===== src/rtl/rr_grant_consumer_pkg.sv =====
// Shared helpers for the round-robin grant consumer.
// Width math, one-hot checks and the client-id type.
package rr_grant_consumer_pkg;

    localparam int ID_MAX = 8;

    typedef logic [ID_MAX-1:0] cid_t;

    function automatic int clog2(input int v);
        int r;
        r = 0;
        for (int i = 0; i < 31; i++) begin
            if ((1 << i) < v) r = i + 1;
        end
        return r;
    endfunction

    function automatic logic onehot0(input logic [31:0] v);
        return (v & (v - 32'd1)) == 32'd0;
    endfunction

    function automatic logic onehot(input logic [31:0] v);
        return (v != 32'd0) && onehot0(v);
    endfunction

endpackage


===== src/rtl/rr_grant_consumer_sync_fifo.sv =====
// Small synchronous FIFO with async active-low reset and occupancy count.
// Caller guarantees no push when full unless a pop happens in the same cycle.
module sync_fifo #(
    parameter int WIDTH = 8,
    parameter int DEPTH = 2
) (
    input  logic                     clk,
    input  logic                     rst_an,
    input  logic                     push,
    input  logic [WIDTH-1:0]         wdata,
    input  logic                     pop,
    output logic [WIDTH-1:0]         rdata,
    output logic [$clog2(DEPTH):0]   count
);

    localparam int AW = $clog2(DEPTH);
    localparam int CW = AW + 1;

    logic [WIDTH-1:0] mem [DEPTH];
    logic [AW-1:0]    wptr;
    logic [AW-1:0]    rptr;

    assign rdata = mem[rptr];

    // Storage is cleared on reset so the output head reads zero afterwards.
    always_ff @(posedge clk or negedge rst_an) begin
        if (!rst_an) begin
            wptr  <= '0;
            rptr  <= '0;
            count <= '0;
            for (int i = 0; i < DEPTH; i++) begin
                mem[i] <= '0;
            end
        end else begin
            if (push) begin
                mem[wptr] <= wdata;
                wptr      <= wptr + AW'(1);
            end
            if (pop) begin
                rptr <= rptr + AW'(1);
            end
            count <= count + CW'(push) - CW'(pop);
        end
    end

endmodule


===== src/rtl/rr_grant_consumer.sv =====
// Requester side of the TX round-robin arbiter: per-client FIFOs,
// request/credit generation, grant decode and a 2-entry tagged output stage.
module rr_grant_consumer
    import rr_grant_consumer_pkg::*;
#(
    parameter  int N     = 4,
    parameter  int W     = 64,
    parameter  int DEPTH = 2,
    localparam int IDW   = clog2(N),
    localparam int CW    = clog2(DEPTH) + 1
) (
    input  logic             clk,
    input  logic             rst_an,
    input  logic [N-1:0]     s_valid,
    input  logic [N*W-1:0]   s_data,
    output logic [N-1:0]     s_ready,
    output logic [N-1:0]     req,
    output logic             arb_ena,
    input  logic [N-1:0]     grant,
    output logic             m_valid,
    output logic [W-1:0]     m_data,
    output logic [IDW-1:0]   m_id,
    input  logic             m_ready,
    output logic             err_grant
);

    logic [CW-1:0]    cnt  [N];
    logic [W-1:0]     head [N];
    logic [N-1:0]     nonempty;
    logic [N-1:0]     push;
    logic [N-1:0]     grant_ok;
    logic [1:0]       ocnt;
    logic [IDW+W-1:0] ohead;
    logic             g_onehot;
    logic             g_hit;
    logic             g_valid;
    logic             g_bad;
    logic             o_pop;
    logic             o_room;
    logic             req_en;
    logic [IDW-1:0]   gid;
    logic [W-1:0]     gdata;

    for (genvar i = 0; i < N; i++) begin : g_client
        assign s_ready[i]  = cnt[i] < CW'(DEPTH);
        assign nonempty[i] = cnt[i] != '0;
        assign push[i]     = s_valid[i] & s_ready[i];
        // A queue whose last entry is being granted drops req this cycle.
        assign req[i]      = req_en & ((cnt[i] - CW'(grant_ok[i])) != '0);

        sync_fifo #(
            .WIDTH (W),
            .DEPTH (DEPTH)
        ) u_fifo (
            .clk   (clk),
            .rst_an(rst_an),
            .push  (push[i]),
            .wdata (s_data[i*W +: W]),
            .pop   (grant_ok[i]),
            .rdata (head[i]),
            .count (cnt[i])
        );
    end

    assign m_valid        = ocnt != 2'd0;
    assign {m_id, m_data} = ohead;

    always_comb begin
        g_onehot = onehot(32'(grant));
        g_hit    = |(grant & nonempty);
        o_pop    = m_valid & m_ready;
        o_room   = (ocnt != 2'd2) | o_pop;
        g_valid  = arb_ena & g_onehot & g_hit & o_room;
        g_bad    = arb_ena & (|grant) & ~(g_onehot & g_hit);
        grant_ok = g_valid ? grant : '0;
        req_en   = ({1'b0, ocnt} + {2'b00, |grant_ok}) < 3'd2;
        gid      = '0;
        gdata    = '0;
        for (int i = 0; i < N; i++) begin
            if (grant_ok[i]) begin
                gid   = IDW'(i);
                gdata = head[i];
            end
        end
    end

    sync_fifo #(
        .WIDTH (IDW + W),
        .DEPTH (2)
    ) u_out (
        .clk   (clk),
        .rst_an(rst_an),
        .push  (g_valid),
        .wdata ({gid, gdata}),
        .pop   (o_pop),
        .rdata (ohead),
        .count (ocnt)
    );

    always_ff @(posedge clk or negedge rst_an) begin
        if (!rst_an) begin
            arb_ena   <= 1'b0;
            err_grant <= 1'b0;
        end else begin
            arb_ena <= 1'b1;
            if (g_bad) err_grant <= 1'b1;
        end
    end

endmodule


===== config.mk =====
export PLATFORM = sky130hd
export DESIGN_NAME = rr_grant_consumer
export DESIGN_NICKNAME = d
export VERILOG_FILES = /design/src/rtl/rr_grant_consumer_pkg.sv /design/src/rtl/rr_grant_consumer_sync_fifo.sv /design/src/rtl/rr_grant_consumer.sv
export SDC_FILE = /design/constraint.sdc
export NUM_CORES = 1
export LEC_CHECK = 0
export BUFFER_PORTS_ARGS = -buffer_cell sky130_fd_sc_hd__buf_2
export CORE_ASPECT_RATIO = 0.8
export CORE_MARGIN = 4
export CORE_UTILIZATION = 60
export DETAILED_ROUTE_END_ITERATION = 10
export PLACE_DENSITY = 0.81
export SLEW_MARGIN = 20
export SYNTH_ARGS = -nofsm -noshare
export SYNTH_HDL_FRONTEND = slang
export SYNTH_SLANG_ARGS = --single-unit

===== constraint.sdc =====
create_clock -name clk -period 6.39 [get_ports clk]
set_input_delay 0.9585 -clock clk [delete_from_list [all_inputs] [get_ports clk]]
set_output_delay 0.9585 -clock clk [all_outputs]
set_load 0.1 [all_outputs]

==> impl_metrics.csv, run 1 <==
group,metric,value,unit
logic_synthesis,ys_seq_elements,666,
logic_synthesis,yosys.area.top_type,"dfrtp_1",
timing,finalCritPeriodShare,0.734,
logic_synthesis,synth-edff-count,0,
logic_synthesis,ys_seq_area_frac,0.544,
clock_network,ctsHoldBuffers,0,
floorplanning,dieWidth,261,um
worst_setup_path,path_max_fanout,74,
timing,slew_violations,0,
logic_synthesis,synthAdderAreaFrac,0.00368,
logic_synthesis,synth_top_family_by_area,"multiplexers",
floorplanning,rows,73,
logic_synthesis,ys.warnings.count,0,
global_route,grt_first_pass_wirelength,127,mm
final_layout,drive_above_1_share,0.487,
floorplanning,dieArea,54700,um^2
final_layout,final-seq-area,16700,um^2
routing,drt_iter0_drc,1357,
job,drv_cap,0,
clock_network,cts_setup_buffers,0,
clock_network,clkSinkCount,666,
power_and_ir_drop,ir_drop,0.000546,V
routing,num_vias,20239,
power_and_ir_drop,p_per_area,598,nW/um^2
final_layout,layout_commonest_cell,"mux2_2",
final_layout,multi_input_area,13300,um^2
clock_network,root_buffer,"clkbuf_16",
placed_design,io_buffers,343,
final_layout,layout_common_cells,"mux2_2, dfrtp_1, buf_2",
clock_network,cts_tree,"built",
worst_setup_path,required,5.43,ns
timing,fmax,213,MHz
logic_synthesis,syn-instance-count,2270,
floorplanning,start_util,0.612,
final_layout,nFillCells,3460,
timing,max_slew_margin,0.210,
placed_design,hpwl,51.0,mm
outcome,status,"finished clean",
floorplanning,ios,344,
logic_synthesis,synth.distinct_cells,39,
worst_setup_path,critical_path.endpoint_type,"output port",
worst_setup_path,critPathMaxStageDelay,0.73,ns
global_route,grt_antenna_before_repair,31,
routing,ant_nets,0,
global_route,grt_max_degree,193,
worst_setup_path,r2r_slack,3.37,ns
global_route,grt.total_usage,0.298,
clock_network,cts_buffers,67,
min_path,hp-class,"input port to async pin",
final_layout,syn_to_final_growth,15.4,%
logic_synthesis,synth_area_leaders,"dfrtp_1, mux2_2, mux2i_1",
clock_network,cts-resized-gates,0,
worst_setup_path,crit_type,"input port to output port",
logic_synthesis,synthMuxAreaShare,0.302,
power_and_ir_drop,total_power,0.0211,W
logic_synthesis,synth-compound-area-share,0.0815,
timing,setup_tns,0,ns
routing,first_pass_iters,5,
routing,wire_per_inst,24.6,um
logic_synthesis,synthFlopType,"dfrtp_1",
clock_network,clock_latency,0.60,ns
logic_synthesis,synth_area,30600,um^2
floorplanning,die_h,210,um
worst_setup_path,crit_arrival,3.73,ns
power_and_ir_drop,p_leak,15.2,nW
timing,worst_pin_slew,1.19,ns
timing,post-route-min-period,4.69,ns
placed_design,gp_congestion,0.825,
logic_synthesis,synth_top_area_share,0.544,
global_route,grt_pass1_vias,22381,
logic_synthesis,synthSimpleGateAreaFrac,0.0391,
routing,wl,81.2,mm
logic_synthesis,postSynthNetCount,2546,
global_route,gr-total-overflow,0,
routing,drc_errors,0,
routing,viasPerCell,6.14,
clock_network,htreeDepth,3,
timing,setup_violations,0,
logic_synthesis,synthXorXnorAreaFrac,0.00601,
final_layout,num-nets-final,2829,
floorplanning,coreArea,50100,um^2
worst_setup_path,crit_chain,"buf_4 -> o21ai_0 -> and4_1 -> nor3_1 -> a31o_2 -> a311oi_1 -> buf_2",
clock_network,path_clk_slew,0.06,ns
timing,hold_viol,0,
logic_synthesis,async_reset_ff_frac,1.00,
clock_network,clk_path_buf_depth,3,
worst_setup_path,critPathLaunchType,"input port",
timing,finClkSkew,0.0204,ns
timing,rsz0062_at_grt,"no",
worst_setup_path,slowest_stage,"buf_4",
logic_synthesis,postSynthAreaPerCell,13.5,um^2
[metal layers]
| metal | up-vias | GRT usage | share of wire |
|---|---|---|---|
| li1 | 8820 | - | - |
| met5 | - | 0 | 0.0025 |
| met3 | 233 | 0.0733 | 0.065 |
| met1 | 10588 | 0.374 | 0.40 |
| met2 | 564 | 0.503 | 0.49 |
| met4 | 34 | 0.116 | 0.038 |
[per-stage QoR]
| step | util | instance area (um^2) | setup WS, ns | std cells | hold WS (ns) |
|---|---|---|---|---|---|
| CTS | 0.702 | 35200 | 1.73 | 3271 | 0.443 |
| global route | 0.705 | 35300 | 1.46 | 3289 | 0.481 |
| detailed placement | 0.657 | 32900 | 1.74 | 3155 | 0.465 |
| finish | 0.706 | 35300 | 1.70 | 3295 | 0.431 |
| floorplan | - | 30600 | 0.975 | 2270 | 0.461 |
| global placement | 0.656 | 32900 | 1.79 | 3153 | 0.462 |
[synthesized netlist by cell type (2+ instances only)]
library cell / count
xnor2_1: 15
buf_2: 9
ha_1: 9
buf_6: 8
inv_1: 10
o22a_1: 128
nor2b_1: 2
xor2_1: 6
mux2i_1: 129
nand3_1: 3
nor2_1: 77
buf_1: 15
nand2_1: 198
and2_1: 3
a311oi_1: 2
mux2_2: 706
nand2b_1: 2
dfrtp_1: 666
or4_1: 2
a31o_2: 2
a211oi_1: 68
a211oi_2: 60
o21ai_0: 3
nor3_1: 2
clkbuf_1: 126
a21oi_1: 6
[cell families (layout without fill, tap and decap cells)]
kind of cell             Yosys count  count (layout)
adder cells (fa/ha/maj)            9               9
flip-flops                       666             666
AND/OR/NAND/NOR                  296             296
other                              1              21
multiplexers                     835             835
XOR/XNOR                          21              21
buffers and inverters            169             499
AO/OA/AOI/OAI                    273             273
[worst max-delay path, delay by kind of cell]
kind	cells	cell delay, ns
compound gates	3	0.65
buf+inv	2	1.07
simple gates	2	1.03
[path summary, 6_finish.rpt]
check / from / to / cells past startpoint
worst min register to register: err_grant / err_grant / 1
worst max-delay path: grant[3] / req[3] / 7
max in group asynchronous: rst_an / g_client[0].u_fifo.mem[32] / 3
min in group clk: err_grant / err_grant / 1
worst min-delay path: rst_an / g_client[0].u_fifo.mem[79] / 1
worst max register to register: u_out.count[1] / u_out.mem[66] / 6
[state kept, by name (all words and copies together) (netlist names)]
register,flops
g_client.u_fifo.mem,512
u_out.mem,132
g_client.u_fifo.count,8
g_client.u_fifo.rptr,4
g_client.u_fifo.wptr,4
u_out.count,2
arb_ena,1
err_grant,1
u_out.rptr,1
u_out.wptr,1
[final cells by class]
class                   instances  area share
inverters                      10     0.00106
flip-flops and latches        666       0.472
clock inverters                20     0.00666
well taps                     675      0.0239
diodes                         20     0.00142
multi-input cells            1435       0.378
repair buffers                373      0.0594
clock buffers                  96      0.0572
[power breakdown]
group / leakage, nW / total [W] / internal, W / switching, W
clock network: 1.12 / 0.00403 / 0.00240 / 0.00163
registers: 7.84 / 0.00781 / 0.00640 / 0.00142
logic: 6.23 / 0.00927 / 0.00383 / 0.00544
No activity file was read; power rests on OpenSTA's default activity.
==> run 2, diff against run 1 <==
Settings changed: CORE_UTILIZATION 60 to 59, PLACE_DENSITY 0.81 to 0.8.
Clock period 6.39 ns to 4.5 ns, I/O delays scaled along.
==> impl_metrics.csv, run 2 (synthesis gave the netlist of run 1 again) <==
group,metric,value,unit
clock_network,cts_setup_buffers,0,
power_and_ir_drop,pwr-share-clk,0.191,
global_route,gr-total-overflow,0,
timing,fmax,268,MHz
clock_network,clkSinkCount,666,
final_layout,num-nets-final,2827,
global_route,grt-busiest-layer,"met2",
clock_network,root_buffer,"clkbuf_16",
timing,max_slew_margin,0.224,
global_route,grt_use_met3,0.0660,
outcome,status,"finished clean",
global_route,use_met2,0.495,
global_route,grt.total_usage,0.290,
routing,first_pass_iters,5,
placed_design,place_ws,0.893,ns
floorplanning,rows,74,
worst_setup_path,crit_type,"register to output port",
floorplanning,start_util,0.598,
clock_network,cts_buffers,67,
power_and_ir_drop,netSwitchingPower,0.0121,W
final_layout,multi_input_area,13300,um^2
routing,ant_nets,0,
final_layout,nFillCells,3547,
job,drv_cap,0,
worst_setup_path,crit_arrival,3.05,ns
final_layout,final-seq-area,16700,um^2
final_layout,largestRegisters,"g_client.u_fifo.mem (512), u_out.mem (132), g_client.u_fifo.count (8)",
timing,finalCritPeriodShare,0.829,
power_and_ir_drop,sequentialPowerShare,0.373,
placed_design,dp.cells,3164,
global_route,grt_first_pass_wirelength,126,mm
clock_network,cts-resized-gates,0,
global_route,use_met1,0.368,
timing,slew_violations,0,
timing,finClkSkew,0.0121,ns
final_layout,layout_commonest_cell,"mux2_2",
final_layout,largest_reg_flops,512,
clock_network,htreeDepth,3,
routing,wire_per_inst,24.6,um
floorplanning,dieWidth,263,um
final_layout,instances_no_fill,3286,
timing,setup_violations,0,
final_layout,layout_common_cells,"mux2_2, dfrtp_1, buf_2",
timing,post-route-min-period,3.73,ns
worst_setup_path,path_max_fanout,7,
timing,rsz0062_at_grt,"no",
placed_design,gp_congestion,0.801,
worst_setup_path,required,3.83,ns
routing,viasPerCell,6.13,
power_and_ir_drop,p_leak,15.2,nW
global_route,grt_max_degree,146,
final_layout,drive_above_1_share,0.484,
timing,hold_ws,0.0457,ns
routing,wl,80.7,mm
final_layout,largest-register,"g_client.u_fifo.mem",
routing,drt_iter0_drc,1251,
worst_setup_path,critical_path.endpoint_type,"output port",
power_and_ir_drop,p_per_area,853,nW/um^2
power_and_ir_drop,intPower,0.0180,W
clock_network,cts_tree,"built",
routing,drc_errors,0,
timing,hold_viol,0,
timing,setup_ws,0.771,ns
min_path,hp-class,"input port to async pin",
placed_design,hpwl,50.8,mm
global_route,grt_pass1_vias,22328,
clock_network,ctsHoldBuffers,0,
power_and_ir_drop,switching_share,0.402,
final_layout,syn_to_final_growth,15.4,%
floorplanning,dieArea,55600,um^2
timing,worst_pin_slew,1.16,ns
routing,num_vias,20127,
power_and_ir_drop,ir_drop,0.00154,V
clock_network,clk_path_buf_depth,3,
global_route,grt_antenna_before_repair,16,
floorplanning,die_h,212,um
worst_setup_path,critPathLaunchType,"register",
clock_network,path_clk_slew,0.06,ns
floorplanning,coreArea,51200,um^2
floorplanning,ios,344,
clock_network,clock_latency,0.60,ns
power_and_ir_drop,comb_power_share,0.436,
placed_design,io_buffers,343,
run 2: final timing paths:
check | from | to | slack (ns) | cells after the start
setup / recovery | g_client[3].u_fifo.count[1] | req[3] | 0.77 | 7
hold / removal | rst_an | g_client[2].u_fifo.mem[11] | 0.05 | 1
setup reg to reg | g_client[0].u_fifo.rptr | u_out.mem[35] | 1.73 | 6
hold reg to reg | err_grant | err_grant | 0.47 | 1
max in group asynchronous | rst_an | u_out.mem[109] | 3.28 | 2
min in group clk | s_data[140] | g_client[2].u_fifo.mem[12] | 0.32 | 2
run 2: routing by layer:
layer / vias to the layer above / share of wire
met3: 189 / 0.058
met5: - / 0.0014
met2: 595 / 0.50
met1: 10534 / 0.41
met4: 18 / 0.033
li1: 8791 / -
run 2: power groups by stage:
| stage | Sequential (W) | Clock (W) | Combinational [W] |
|---|---|---|---|
| floorplan | 0.0102 | 0 | 0.0110 |
| global placement | 0.0111 | 0 | 0.0125 |
| detailed placement | 0.0114 | 0 | 0.0129 |
| CTS | 0.0114 | 0.00584 | 0.0130 |
| global route | 0.0116 | 0.00610 | 0.0139 |
| finish | 0.0112 | 0.00575 | 0.0131 |
run 2: final cells by class:
| type | instances | share of cell area |
|---|---|---|
| Sequential cell | 666 | 0.472 |
| Clock inverter | 16 | 0.00663 |
| Timing Repair Buffer | 371 | 0.0602 |
| Multi-Input combinational cell | 1435 | 0.377 |
| Tap cell | 684 | 0.0242 |
| Clock buffer | 99 | 0.0576 |
| Inverter | 10 | 0.00106 |
| Antenna cell | 5 | 0.000354 |
run 2: metrics by stage:
stage / setup TNS (ns) / instance area [um^2] / power (W) / util
after CTS: 0 / 35200 / 0.0302 / 0.688
after detailed placement: 0 / 33000 / 0.0243 / 0.644
after global routing: 0 / 35300 / 0.0315 / 0.690
final: 0 / 35300 / 0.0301 / 0.690
after floorplan: -0.696 / 30600 / 0.0212 / -
after global placement: 0 / 33000 / 0.0237 / 0.644
run 2: critical path: stages (launching register included):
cell and delay (ns):
dfrtp_1 0.41, o21ai_0 0.25, and4_1 0.44, nor3_1 0.11, buf_4 0.18, a31o_2 0.27
a311oi_1 0.30, buf_2 0.49
